==> config.mk <==
export PLATFORM = sky130hd
export DESIGN_NAME = pipe_stage_reg_flat
export DESIGN_NICKNAME = d
export VERILOG_FILES = /design/src/rtl/pipe_stage_reg_pkg.sv /design/src/rtl/pipe_stage_reg_if.sv /design/src/rtl/pipe_stage_reg_entry.sv /design/src/rtl/pipe_stage_reg.sv /design/src/flat_wrapper.sv
export SDC_FILE = /design/constraint.sdc
export NUM_CORES = 1
export LEC_CHECK = 0
export BUFFER_PORTS_ARGS = -buffer_cell sky130_fd_sc_hd__buf_4
export CAP_MARGIN = 20
export CORE_AREA = 5 5 260 262
export DETAILED_ROUTE_END_ITERATION = 7
export DIE_AREA = 0 0 265 267
export GPL_TIMING_DRIVEN = 0
export HOLD_SLACK_MARGIN = 0.06
export SYNTH_ARGS = -nofsm -noshare
export SYNTH_HDL_FRONTEND = slang
export SYNTH_SLANG_ARGS = --single-unit
==> constraint.sdc <==
create_clock -name clk -period 1.9 [get_ports clk]
set_input_delay 0.19 -clock clk [delete_from_list [all_inputs] [get_ports clk]]
set_output_delay 0.19 -clock clk [all_outputs]
set_load 0.005 [all_outputs]
==> src/rtl/pipe_stage_reg_pkg.sv <==
// Shared pipeline-stage definitions: stage state encoding, bundle widths and
// control-bundle field positions so every stage packs and unpacks alike.
package pipe_pkg;

  typedef enum logic [1:0] {
    EMPTY = 2'd0,
    BUSY  = 2'd1,
    FULL  = 2'd2
  } stageState_e;

  localparam int IF_ID_CTRL_W  = 24;
  localparam int IF_ID_DATA_W  = 64;
  localparam int ID_EX_CTRL_W  = 24;
  localparam int ID_EX_DATA_W  = 128;
  localparam int EX_MEM_CTRL_W = 24;
  localparam int EX_MEM_DATA_W = 128;
  localparam int MEM_WB_CTRL_W = 24;
  localparam int MEM_WB_DATA_W = 96;

  localparam int CTRL_REGWRITE   = 0;
  localparam int CTRL_MEMREAD    = 1;
  localparam int CTRL_MEMWRITE   = 2;
  localparam int CTRL_ALUOP_LSB  = 3;
  localparam int CTRL_ALUOP_MSB  = 6;
  localparam int CTRL_BRANCHJUMP = 7;
  localparam int CTRL_MEMTOREG   = 8;
  localparam int CTRL_ALUSRC     = 9;

  function automatic logic [1:0] stateOccupancy(input stageState_e s);
    logic [1:0] occ;
    case (s)
      EMPTY:   occ = 2'd0;
      BUSY:    occ = 2'd1;
      FULL:    occ = 2'd2;
      default: occ = 2'd0;
    endcase
    return occ;
  endfunction

endpackage

==> src/rtl/pipe_stage_reg_if.sv <==
// Valid/ready bus carrying one control bundle and one datapath bundle.
interface pipe_stage_reg_if
  import pipe_pkg::*;
#(
  parameter int CTRL_W = ID_EX_CTRL_W,
  parameter int DATA_W = ID_EX_DATA_W
) ();

  logic              valid;
  logic              ready;
  logic [CTRL_W-1:0] ctrl;
  logic [DATA_W-1:0] data;

  modport master (output valid, output ctrl, output data, input ready);
  modport slave  (input valid, input ctrl, input data, output ready);

endinterface

==> src/rtl/pipe_stage_reg_entry.sv <==
// One ctrl+data holding register with load, synchronous clear and async reset.
module pipe_entry_reg
  import pipe_pkg::*;
#(
  parameter int CTRL_W = ID_EX_CTRL_W,
  parameter int DATA_W = ID_EX_DATA_W
) (
  input  logic              clk,
  input  logic              rst_n,
  input  logic              load,
  input  logic              clear,
  input  logic [CTRL_W-1:0] dCtrl,
  input  logic [DATA_W-1:0] dData,
  output logic [CTRL_W-1:0] qCtrl,
  output logic [DATA_W-1:0] qData
);

  // Entry storage; clear beats load so a flushed cycle never captures.
  always_ff @(posedge clk or negedge rst_n) begin
    if (!rst_n) begin
      qCtrl <= '0;
      qData <= '0;
    end else if (clear) begin
      qCtrl <= '0;
      qData <= '0;
    end else if (load) begin
      qCtrl <= dCtrl;
      qData <= dData;
    end else begin
      qCtrl <= qCtrl;
      qData <= qData;
    end
  end

endmodule

==> src/rtl/pipe_stage_reg.sv <==
// Inter-stage pipeline register with valid/ready handshake, optional skid
// entry, hazard stall and flush-to-bubble; invalid entries expose zero control.
module pipe_stage_reg
  import pipe_pkg::*;
#(
  parameter int DATA_W = 128,
  parameter int CTRL_W = 24,
  parameter int SKID   = 1
) (
  input  logic clk,
  input  logic rst_n,
  input  logic flush,
  input  logic stall,
  pipe_stage_reg_if.slave  inBus,
  pipe_stage_reg_if.master outBus,
  output logic [1:0] occupancy
);

  stageState_e       stateQ, nextState;
  logic              readyQ, readyS, outValidS, acceptS, drainS;
  logic              loadMainS, loadSkidS, mainFromSkidS;
  logic [1:0]        occQ;
  logic [CTRL_W-1:0] mainCtrl, skidCtrl, mainCtrlIn;
  logic [DATA_W-1:0] mainData, skidData, mainDataIn;

  assign outValidS = (stateQ != EMPTY);
  assign acceptS   = inBus.valid & readyS;
  assign drainS    = outValidS & outBus.ready;

  generate
    if (SKID != 0) begin : gSkid
      assign readyS = readyQ & ~stall;
      pipe_entry_reg #(.CTRL_W(CTRL_W), .DATA_W(DATA_W)) skidReg (
        .clk(clk), .rst_n(rst_n), .load(loadSkidS), .clear(flush),
        .dCtrl(inBus.ctrl), .dData(inBus.data),
        .qCtrl(skidCtrl), .qData(skidData)
      );
    end else begin : gNoSkid
      assign readyS   = (~outValidS | outBus.ready) & ~stall;
      assign skidCtrl = '0;
      assign skidData = '0;
    end
  endgenerate

  assign mainCtrlIn = mainFromSkidS ? skidCtrl : inBus.ctrl;
  assign mainDataIn = mainFromSkidS ? skidData : inBus.data;

  pipe_entry_reg #(.CTRL_W(CTRL_W), .DATA_W(DATA_W)) mainReg (
    .clk(clk), .rst_n(rst_n), .load(loadMainS), .clear(flush),
    .dCtrl(mainCtrlIn), .dData(mainDataIn),
    .qCtrl(mainCtrl), .qData(mainData)
  );

  // Next-state and entry-load decode; flush overrides every other event.
  always_comb begin
    nextState     = stateQ;
    loadMainS     = 1'b0;
    loadSkidS     = 1'b0;
    mainFromSkidS = 1'b0;
    if (flush) begin
      nextState = EMPTY;
    end else begin
      case (stateQ)
        EMPTY: begin
          if (acceptS) begin
            nextState = BUSY;
            loadMainS = 1'b1;
          end else begin
            nextState = EMPTY;
          end
        end
        BUSY: begin
          if (acceptS && drainS) begin
            loadMainS = 1'b1;
          end else if (acceptS && (SKID != 0)) begin
            nextState = FULL;
            loadSkidS = 1'b1;
          end else if (drainS) begin
            nextState = EMPTY;
          end else begin
            nextState = BUSY;
          end
        end
        FULL: begin
          if (drainS) begin
            nextState     = BUSY;
            loadMainS     = 1'b1;
            mainFromSkidS = 1'b1;
          end else begin
            nextState = FULL;
          end
        end
        default: nextState = EMPTY;
      endcase
    end
  end

  // State, registered ready and occupancy all follow the decoded next state.
  always_ff @(posedge clk or negedge rst_n) begin
    if (!rst_n) begin
      stateQ <= EMPTY;
      readyQ <= 1'b1;
      occQ   <= 2'd0;
    end else begin
      stateQ <= nextState;
      readyQ <= (nextState != FULL);
      occQ   <= stateOccupancy(nextState);
    end
  end

  assign inBus.ready  = readyS;
  assign outBus.valid = outValidS;
  assign outBus.ctrl  = mainCtrl & {CTRL_W{outValidS}};
  assign outBus.data  = mainData;
  assign occupancy    = occQ;

endmodule

==> src/flat_wrapper.sv <==
// flat-port wrapper written by rule: the top's interface ports become plain ports
module pipe_stage_reg_flat import pipe_pkg::*;
#(
  parameter int DATA_W = 128,
  parameter int CTRL_W = 24,
  parameter int SKID   = 1
)
  (clk, rst_n, flush, stall, occupancy, inBus_valid, inBus_ctrl, inBus_data, inBus_ready, outBus_valid, outBus_ctrl, outBus_data, outBus_ready);
  pipe_stage_reg_if #(.CTRL_W(CTRL_W), .DATA_W(DATA_W)) inBus_i ();
  pipe_stage_reg_if #(.CTRL_W(CTRL_W), .DATA_W(DATA_W)) outBus_i ();
  input  logic clk;
  input  logic rst_n;
  input  logic flush;
  input  logic stall;
  output logic [1:0] occupancy;
  input wire logic [$bits(inBus_i.valid)-1:0] inBus_valid;
  input wire logic [$bits(inBus_i.ctrl)-1:0] inBus_ctrl;
  input wire logic [$bits(inBus_i.data)-1:0] inBus_data;
  output wire logic [$bits(inBus_i.ready)-1:0] inBus_ready;
  output wire logic [$bits(outBus_i.valid)-1:0] outBus_valid;
  output wire logic [$bits(outBus_i.ctrl)-1:0] outBus_ctrl;
  output wire logic [$bits(outBus_i.data)-1:0] outBus_data;
  input wire logic [$bits(outBus_i.ready)-1:0] outBus_ready;
  assign inBus_i.valid = inBus_valid;
  assign inBus_i.ctrl = inBus_ctrl;
  assign inBus_i.data = inBus_data;
  assign inBus_ready = inBus_i.ready;
  assign outBus_valid = outBus_i.valid;
  assign outBus_ctrl = outBus_i.ctrl;
  assign outBus_data = outBus_i.data;
  assign outBus_i.ready = outBus_ready;
  pipe_stage_reg #(.DATA_W(DATA_W), .CTRL_W(CTRL_W), .SKID(SKID)) u_core (.clk(clk), .rst_n(rst_n), .flush(flush), .stall(stall), .inBus(inBus_i), .outBus(outBus_i), .occupancy(occupancy));
endmodule
Word-level counts from Yosys, hierarchy flattened
Cells that the tools add are included.
- shift-type cells: 0
- reduce and logical (&&, ||, !) cells: 5
- mux-type cells: 28
- magnitude comparators: 0
- bitwise gates (word level): 5
- multiply operators: 0
- div/mod/pow operators: 0
- $add $sub $neg: 0
- equal/unequal tests: 5
- operators with widths (operator ; count):
    two-way mux 128 bit ; 5
    two-way mux 24 bit ; 5
    bitwise AND 24 bit ; 1
    two-way mux 1 bit ; 11
    two-way mux 2 bit ; 4
    case mux 2 bit (3 select lines) ; 1
    nonzero test 2 bit ; 3
    == test 2 x 1 -> 1 bit, second input constant ; 2
    == test 2 bit, second input constant ; 2
    case mux 2 bit (2 select lines) ; 1
    bitwise AND 1 bit ; 3
    case mux 1 bit (3 select lines) ; 1
    logical NOT 2 bit ; 1
    inequality test 2 bit, second input constant ; 1
    logical AND 1 bit ; 1
    NOT 1 bit ; 1
- memories kept: 0
- logic and storage cells: 50
- RAM bits: 0
- output and inout port bits: 156
- bits in latches: 0
- input port bits: 158
- memory bits (read-only): 0
- register bits after elaboration: 309

Logic depth before layout (Yosys ltp)
Gate-level depths: netlist of the first run.
- depth in word-level cells: 9
- gate-level depth with buffers: 7
- depth with buffers taken out: 3

Modules after synthesis
A second synthesis of the first run with hierarchy kept.
- cell total of the unflattened synthesis: 1200
- area total of the unflattened synthesis: 15097.0 um^2
- by module, submodules not included (module ; seq. area each (um^2) ; area an instance (um^2) ; cells each ; instances):
    pipe_entry_reg ; 3803.6 ; 6206.0 ; 490 ; 2
    pipe_stage_reg ; 126.4 ; 2685.1 ; 220 ; 1

Worst setup path before layout of the first run
No wires, ideal clock.
- path type: register -> register
- from: register u_core.readyQ
- to: register u_core.mainReg.qData[19]
- path buffers: 3
- clock period less this slack: 1.528 ns
- stages on the path, launching flop included: 7
- path slack: 0.372 ns
- required time: 1.801 ns
- arrival time: 1.428 ns
- library setup time: 0.099 ns
- cell sequence: dfstp_2 and4bb_1 buf_2 buf_6 buf_6 nand3_1 a311oi_1
- longest elaborated chain between the ends: 7
- elaborated cells between the ends (all ways): 8
- classes of those cells: 4 x mux; 2 x bitwise; 2 x reduce/logical
- ends and longest elaborated chain (item ; line ; RTL):
    start, declared ; pipe_stage_reg.sv:20 ; logic readyQ, readyS, outValidS, acceptS, drainS;
    start signal, assigned ; pipe_stage_reg.sv:106 ; readyQ <= (nextState != FULL);
    bitwise AND 1 bit (*) ; pipe_stage_reg.sv:32 ; assign readyS = readyQ & ~stall;
    bitwise AND 1 bit (*) ; pipe_stage_reg.sv:27 ; assign acceptS = inBus.valid & readyS;
    logical AND 1 bit ; pipe_stage_reg.sv:73 ; if (acceptS && drainS) begin
    two-way mux 1 bit ; pipe_stage_reg.sv:73 ;
    case mux 1 bit (3 select lines) (*) ; pipe_stage_reg.sv:63 ; case (stateQ)
    two-way mux 1 bit (*) ; pipe_stage_reg.sv:60 ; if (flush) begin
    nonzero test 2 bit (no source line) (*) ; n/a ;
    end signal, assigned ; pipe_stage_reg_entry.sv:28 ; qData <= dData;
    end signal, assigned ; pipe_stage_reg_entry.sv:31 ; qData <= qData;
    end, declared ; pipe_stage_reg_entry.sv:15 ; output logic [DATA_W-1:0] qData
Mark *: on every way between the ends. The rest lies on a longest branch, timed or not.
A chain may end at the register's enable or synchronous reset.

Worst setup path after layout of the first run
- from: register u_core.stateQ[1]
- to: register u_core.mainReg.qCtrl[18]
- longest elaborated chain between the ends: 8
- elaborated cells between the ends (all ways): 16
- classes of those cells: 2 x eq/ne; 9 x mux; 1 x bitwise; 4 x reduce/logical
- ends and longest elaborated chain (item ; line ; RTL):
    start, declared ; pipe_stage_reg.sv:19 ; stageState_e stateQ, nextState;
    start signal, assigned ; pipe_stage_reg.sv:105 ; stateQ <= nextState;
    nonzero test 2 bit ; pipe_stage_reg.sv:26 ; assign outValidS = (stateQ != EMPTY);
    bitwise AND 1 bit ; pipe_stage_reg.sv:28 ; assign drainS = outValidS & outBus.ready;
    two-way mux 1 bit ; pipe_stage_reg.sv:85 ; if (drainS) begin
    two-way mux 1 bit ; pipe_stage_reg.sv:63 ;
    two-way mux 1 bit ; pipe_stage_reg.sv:60 ;
    two-way mux 24 bit ; pipe_stage_reg.sv:45 ; assign mainCtrlIn = mainFromSkidS ? skidCtrl : inBus.ctrl;
    two-way mux 24 bit ; pipe_stage_reg_entry.sv:26 ; end else if (load) begin
    two-way mux 24 bit ; pipe_stage_reg_entry.sv:23 ; end else if (clear) begin
    end signal, assigned ; pipe_stage_reg_entry.sv:27 ; qCtrl <= dCtrl;
    end signal, assigned ; pipe_stage_reg_entry.sv:30 ; qCtrl <= qCtrl;
    end, declared ; pipe_stage_reg_entry.sv:14 ; output logic [CTRL_W-1:0] qCtrl,
Several ways; a longest one is shown, not always the timed one. The select of a mux whose other input is x is not followed.

==> results of run 1 <==
## cells in the final DEF (no fill, tap or decap), types with 2 or more instances in the layout
| master | Yosys | layout |
|---|---|---|
| nand3b_1 | 2 | 2 |
| dfrtp_2 | 0 | 2 |
| nor2b_1 | 26 | 26 |
| o21ai_0 | 304 | 303 |
| a21oi_1 | 152 | 152 |
| buf_6 | 11 | 17 |
| dlygate4sd3_1 | 0 | 154 |
| diode_2 | 0 | 8 |
| clkinvlp_4 | 0 | 2 |
| clkbuf_8 | 0 | 8 |
| bufinv_16 | 0 | 3 |
| a311oi_2 | 0 | 7 |
| clkbuf_1 | 99 | 76 |
| a211oi_1 | 2 | 2 |
| nand3_1 | 304 | 304 |
| buf_2 | 67 | 41 |
| a311oi_1 | 152 | 145 |
| buf_16 | 0 | 2 |
| dfrtp_1 | 308 | 306 |
| clkbuf_16 | 0 | 42 |
| clkinv_2 | 0 | 5 |
| o2bb2ai_1 | 2 | 2 |
| nand2b_1 | 2 | 2 |
| nor2_1 | 154 | 153 |
| clkbuf_4 | 0 | 26 |
| clkbuf_2 | 11 | 32 |
| buf_4 | 15 | 329 |
| clkinv_4 | 0 | 3 |
| buf_8 | 0 | 7 |
## critical path, stage by stage (launching register included)
cell and delay [ps]:
dfrtp_2 450, nand3b_1 100, buf_4 210, buf_4 300, clkbuf_1 430, a311oi_1 180
## worst paths after layout
path	from	endpoint	cells after the start	slack, ps
setup / recovery	u_core.stateQ[1]	u_core.mainReg.qCtrl[18]	5	80
hold / removal	inBus_valid	u_core.stateQ[0]	4	150
setup reg to reg	u_core.stateQ[1]	u_core.mainReg.qCtrl[18]	5	80
hold reg to reg	u_core.gSkid.skidReg.qData[84]	u_core.gSkid.skidReg.qData[84]	2	540
max in group asynchronous	rst_n	u_core.mainReg.qData[57]	3	620
min in group asynchronous	rst_n	u_core.gSkid.skidReg.qData[125]	2	200
## registers in the layout (all words and copies together) (netlist names)
| signal | count |
|---|---|
| u_core.gSkid.skidReg.qData | 128 |
| u_core.stateQ | 2 |
| u_core.mainReg.qCtrl | 24 |
| u_core.gSkid.skidReg.qCtrl | 24 |
| u_core.mainReg.qData | 128 |
| u_core.occupancy | 2 |
| u_core.readyQ | 1 |
## logic make-up (layout without fill, tap and decap cells)
kind of cell,after synthesis,count (layout),share of synthesized area [%]
simple gates,491,491,15.7
compound gates,613,613,24.8
other cells,0,8,0
xor+xnor,1,1,0.0595
flops,309,309,52.5
buf+inv,207,750,6.88
## area by class of cell
class | count | share of cell area (%)
sequential | 309 | 36.1
multi-input combinational | 1105 | 28.2
timing repair buffer | 473 | 18.7
buffer | 206 | 5.65
clock buffer | 57 | 5.44
tap | 864 | 5.05
clock inverter | 13 | 0.730
antenna | 8 | 0.0934
inverter | 1 | 0.0175
## power by group
group	leakage [nW]	switching, W	internal [W]	total (W)
Combinational	4.43	0.00122	0.000987	0.00221
Sequential	4.25	0.000116	0.00678	0.00690
Clock	0.647	0.00299	0.00467	0.00766
Total	9.33	0.00433	0.0124	0.0168
## what timing repair did
item,in CTS,in global routing
buffers inserted,1,1
pin swaps,1,1
resized for setup,36,99
endpoints found under the setup margin,329,235
cloned,0,1
hold buffers,154,0
endpoints found under the hold margin,385,0
## layer usage
layer  wire length [µm]  part of all wire, %
met5                 53                0.087
met4               2470                  4.0
met3               4170                  6.8
met2              28400                   46
met1              26100                   43
## cell usage after synthesis (3+ instances only)
library cell  number
dfrtp_1          308
nand3_1          304
o21ai_0          304
nor2_1           154
a21oi_1          152
a311oi_1         152
clkbuf_1          99
buf_2             67
nor2b_1           26
buf_4             15
buf_6             11
clkbuf_2          11
buf_1              3
## stage by stage
step | TNS (ps) | area (µm²) | std cells
after floorplan | 0 | 14700 | 1621
after global placement | -705600 | 18200 | 2797
after detailed placement | -49730 | 18200 | 2800
after CTS | -43.9 | 21200 | 3025
after global routing | -297 | 21400 | 3032
final | 0 | 21400 | 3036
==> flow_summary.json, run 1 <==
{
  "status": "completed",
  "postRouteWirelength_mm": 61.1,
  "gp_congestion": 0.860,
  "htreeDepth": 2,
  "seqCellArea_um2": 7740,
  "hold_class": "in -> reg",
  "cts_tree": "done",
  "synth_top_flop_cell": "dfrtp_1",
  "ant_nets": 0,
  "route.detailed.drc": 0,
  "ys_top_cells_by_area": "dfrtp_1, nand3_1, o21ai_0, a311oi_1, a21oi_1",
  "crit_fanout": 10,
  "die_height_um": 267,
  "wl_per_cell_um": 20.1,
  "grtUsageMet2_pct": 26.2,
  "die_area_um2": 70800,
  "viasPerCell": 5.08,
  "cts-root-buf": "clkbuf_16",
  "antenna_found_initial": 12,
  "fill_cells": 6719,
  "grt-busiest-layer": "met2",
  "first_iter_violations": 1255,
  "core-area_um2": 65200,
  "slew_violations": 0,
  "layout_setup_ws_ps": 77.4,
  "grt_use_total_pct": 16.4,
  "num_io_pins": 314,
  "period_minus_slack_ps": 1820,
  "end_kind": "flip-flop",
  "drv_cap": 0,
  "fin_total_pwr_w": 0.0168,
  "layout.nets": 2292,
  "fmax_ghz": 0.549,
  "dieWidth_um": 265,
  "holdWs_ps": 150,
  "grt_pass1_vias": 15594,
  "synth_edf_count": 0,
  "start_kind": "flip-flop",
  "port-buffer-count": 312,
  "overflow": 0,
  "synth_area_um2": 14700,
  "setup_viol": 0,
  "ys.warnings.count": 0,
  "area_growth_pct": 45.5,
  "slew_headroom_pct": 37.1,
  "yosysTopAreaCellShare_pct": 52.3,
  "start_util_pct": 22.6,
  "dr.pass1.iters": 7,
  "ir_drop_mv": 0.681,
  "syn_avg_cell_area_um2": 9.09,
  "tightest_slew_ps": 944,
  "postSynthRegisterBits": 309,
  "cts_buffer_depth": 3,
  "dr_total_vias": 15415,
  "synth_cell_types": 24,
  "synthArstFlopShare_pct": 100,
  "required_ps": 2280,
  "clkSinkCount": 309,
  "grt_pass1_wl_mm": 92.3,
  "grt_max_degree": 117,
  "p_per_area_nw_per_um2": 783,
  "p_leak_nw": 9.33,
  "arrival_ps": 2210,
  "grt_use_met3_pct": 4.12,
  "synth_cells": 1621,
  "multi_input_comb_area_um2": 6030,
  "drive_gt1_share_pct": 24.4,
  "hold_viol": 0,
  "rsz0062_at_grt": "yes",
  "dp_slack_ps": -286,
  "clock_skew_ps": 14.5,
  "clk_latency_ps": 550,
  "rows": 94,
  "crit_type": "reg -> reg",
  "met1_usage_pct": 21.1,
  "synth_area_leader_cell": "dfrtp_1",
  "synth_nets": 1779,
  "clk_pin_slew_ps": 50,
  "hpwl_mm": 43.4,
  "fin_crit_sh_pct": 95.9,
  "ys_seq_area_share_pct": 52.5,
  "cts_buffers": 38,
  "final_core_util_pct": 32.9
}
No activity file was read; power rests on OpenSTA's default activity.
==> run 2: changes to the inputs <==
- clock period: 1.9 -> 2.3 ns (I/O delays scaled with it)
==> run 2 against run 1 <==
Compared with the run above: clock skew is 5.1 ps higher; setup slack improved by 63 ps; combinational power decreased by 19%; clock power down 17%; global-route usage is essentially flat; die area unchanged.
==> flow_summary.json, run 2 (synthesis results as in run 1) <==
{
  "status": "completed",
  "wl_per_cell_um": 20.1,
  "overflow": 0,
  "multi_input_comb_area_um2": 5990,
  "required_ps": 2670,
  "tightest_slew_ps": 947,
  "die_area_um2": 70800,
  "p_comb_share_pct": 12.9,
  "gp_congestion": 0.860,
  "layout.nets": 2289,
  "dr.pass1.iters": 5,
  "crit_fanout": 10,
  "grt_use_total_pct": 16.4,
  "cts_tree": "done",
  "final_cell_mix": "buf_4, dfrtp_1, o21ai_0, nand3_1, dlygate4sd3_1",
  "p_switching_w": 0.00357,
  "num_io_pins": 314,
  "arrival_ps": 2530,
  "hpwl_mm": 43.4,
  "reg2reg_to": "u_core.mainReg.qData[44]",
  "cts_buffer_depth": 3,
  "layout_setup_ws_ps": 140,
  "rows": 94,
  "fin_crit_sh_pct": 93.9,
  "dr_total_vias": 15424,
  "port-buffer-count": 312,
  "fin_total_pwr_w": 0.0138,
  "p_per_area_nw_per_um2": 653,
  "clock_skew_ps": 19.7,
  "sequentialPowerShare_pct": 41.3,
  "grt_pass1_wl_mm": 92.2,
  "clock_power_share_pct": 45.8,
  "r2r_slack_ps": 140,
  "ant_nets": 0,
  "top_regs": "u_core.gSkid.skidReg.qData x128, u_core.mainReg.qData x128",
  "clk_pin_slew_ps": 50,
  "clk_latency_ps": 550,
  "antenna_found_initial": 10,
  "route.detailed.drc": 0,
  "end_kind": "flip-flop",
  "rsz0062_at_grt": "no",
  "drv_cap": 0,
  "r2r_cells": 5,
  "grt_max_degree": 117,
  "hold_depth": 4,
  "htreeDepth": 2,
  "seqCellArea_um2": 7730,
  "holdWs_ps": 193,
  "hold_viol": 0,
  "cts-root-buf": "clkbuf_16",
  "setup_viol": 0,
  "final_common_cell": "buf_4",
  "p_leak_nw": 9.18,
  "dieWidth_um": 265,
  "ir_drop_mv": 0.567,
  "hold_class": "in -> reg",
  "die_height_um": 267,
  "first_iter_violations": 1188,
  "area_growth_pct": 43.5,
  "core-area_um2": 65200,
  "grt_pass1_vias": 15600,
  "fmax_ghz": 0.463,
  "crit_type": "reg -> reg",
  "postRouteWirelength_mm": 61.0,
  "start_util_pct": 22.6,
  "slew_violations": 0,
  "drive_gt1_share_pct": 22.4,
  "dp_slack_ps": 114,
  "hold_start": "inBus_valid",
  "cts_buffers": 38,
  "rr_startpoint": "u_core.stateQ[1]",
  "postPlaceCellArea_um2": 18200,
  "fin_area_um2": 21100,
  "fill_cells": 6729,
  "holdPathEnd": "u_core.stateQ[0]",
  "period_minus_slack_ps": 2160,
  "start_kind": "flip-flop",
  "slew_headroom_pct": 36.9,
  "clkSinkCount": 309,
  "viasPerCell": 5.09,
  "p_int_w": 0.0102,
  "netSwitchingFraction_pct": 25.9
}
==> run 2: cell count changes in the layout (fill, tap and decap cells not counted), moves of 4 or more <==
cell / delta
a311oi_1: +7
a311oi_2: -7
buf_2: +25
buf_4: -4
buf_6: -5
buf_8: -4
clkbuf_1: +30
clkbuf_2: -20
clkbuf_4: -25
==> run 2: metrics by stage <==
step / setup TNS, ps / instances / utilization, %
6_report: 0 / 3031 / 32.4
5_1_grt: 0 / 3028 / 32.4
4_1_cts: 0 / 3024 / 32.4
3_5_place_dp: 0 / 2800 / 28.0
3_3_place_gp: -555490 / 2797 / 27.9
2_1_floorplan: 0 / 1621 / -
==> run 2: worst max-delay path by stage <==
stage,from,endpoint,depth (start not counted)
floorplan,u_core.readyQ,u_core.mainReg.qData[19],6
global placement,rst_n,u_core.mainReg.qData[57],1
detailed placement,u_core.stateQ[0],u_core.gSkid.skidReg.qData[91],7
CTS,u_core.stateQ[1],outBus_ctrl[21],4
global route,u_core.stateQ[0],u_core.mainReg.qData[32],5
finish,u_core.stateQ[1],u_core.mainReg.qData[44],5
==> run 2: area by class of cell <==
class,count,area share (%)
Buffer,206,4.81
Clock buffer,57,5.52
Timing Repair Buffer,470,18.8
Clock inverter,13,0.740
Tap cell,864,5.11
Multi-Input combinational cell,1105,28.3
Inverter,1,0.0178
Sequential cell,309,36.6
Antenna cell,6,0.0710
==> run 2: power groups by stage <==
stage,clock network (W),registers [W],logic (W)
floorplan,0,0.00578,0.000621
global placement,0,0.00579,0.00151
detailed placement,0,0.00579,0.00155
CTS,0.00648,0.00570,0.00178
global route,0.00670,0.00571,0.00194
finish,0.00633,0.00570,0.00178
==> run 2: metal layers <==
metal,vias to the layer above,wire (µm),GRT usage (%)
met1,7632,25800,21.1
li1,7005,-,-
met4,6,2600,6.97
met2,624,28400,26.3
met5,-,39,0
met3,157,4240,4.07
==> run 2: what timing repair did <==
action	in CTS	in global routing
hold buffers	154	0
gates resized for setup	1	5
setup buffers	0	0
hold endpoints to repair	385	0
endpoints found under the setup margin	20	21
==> run 2: critical path: stages (launching register included) <==
cell      delay, ps
dfrtp_1         460
nand3b_1        120
buf_2           270
buf_2           450
buf_1           480
a311oi_1        190
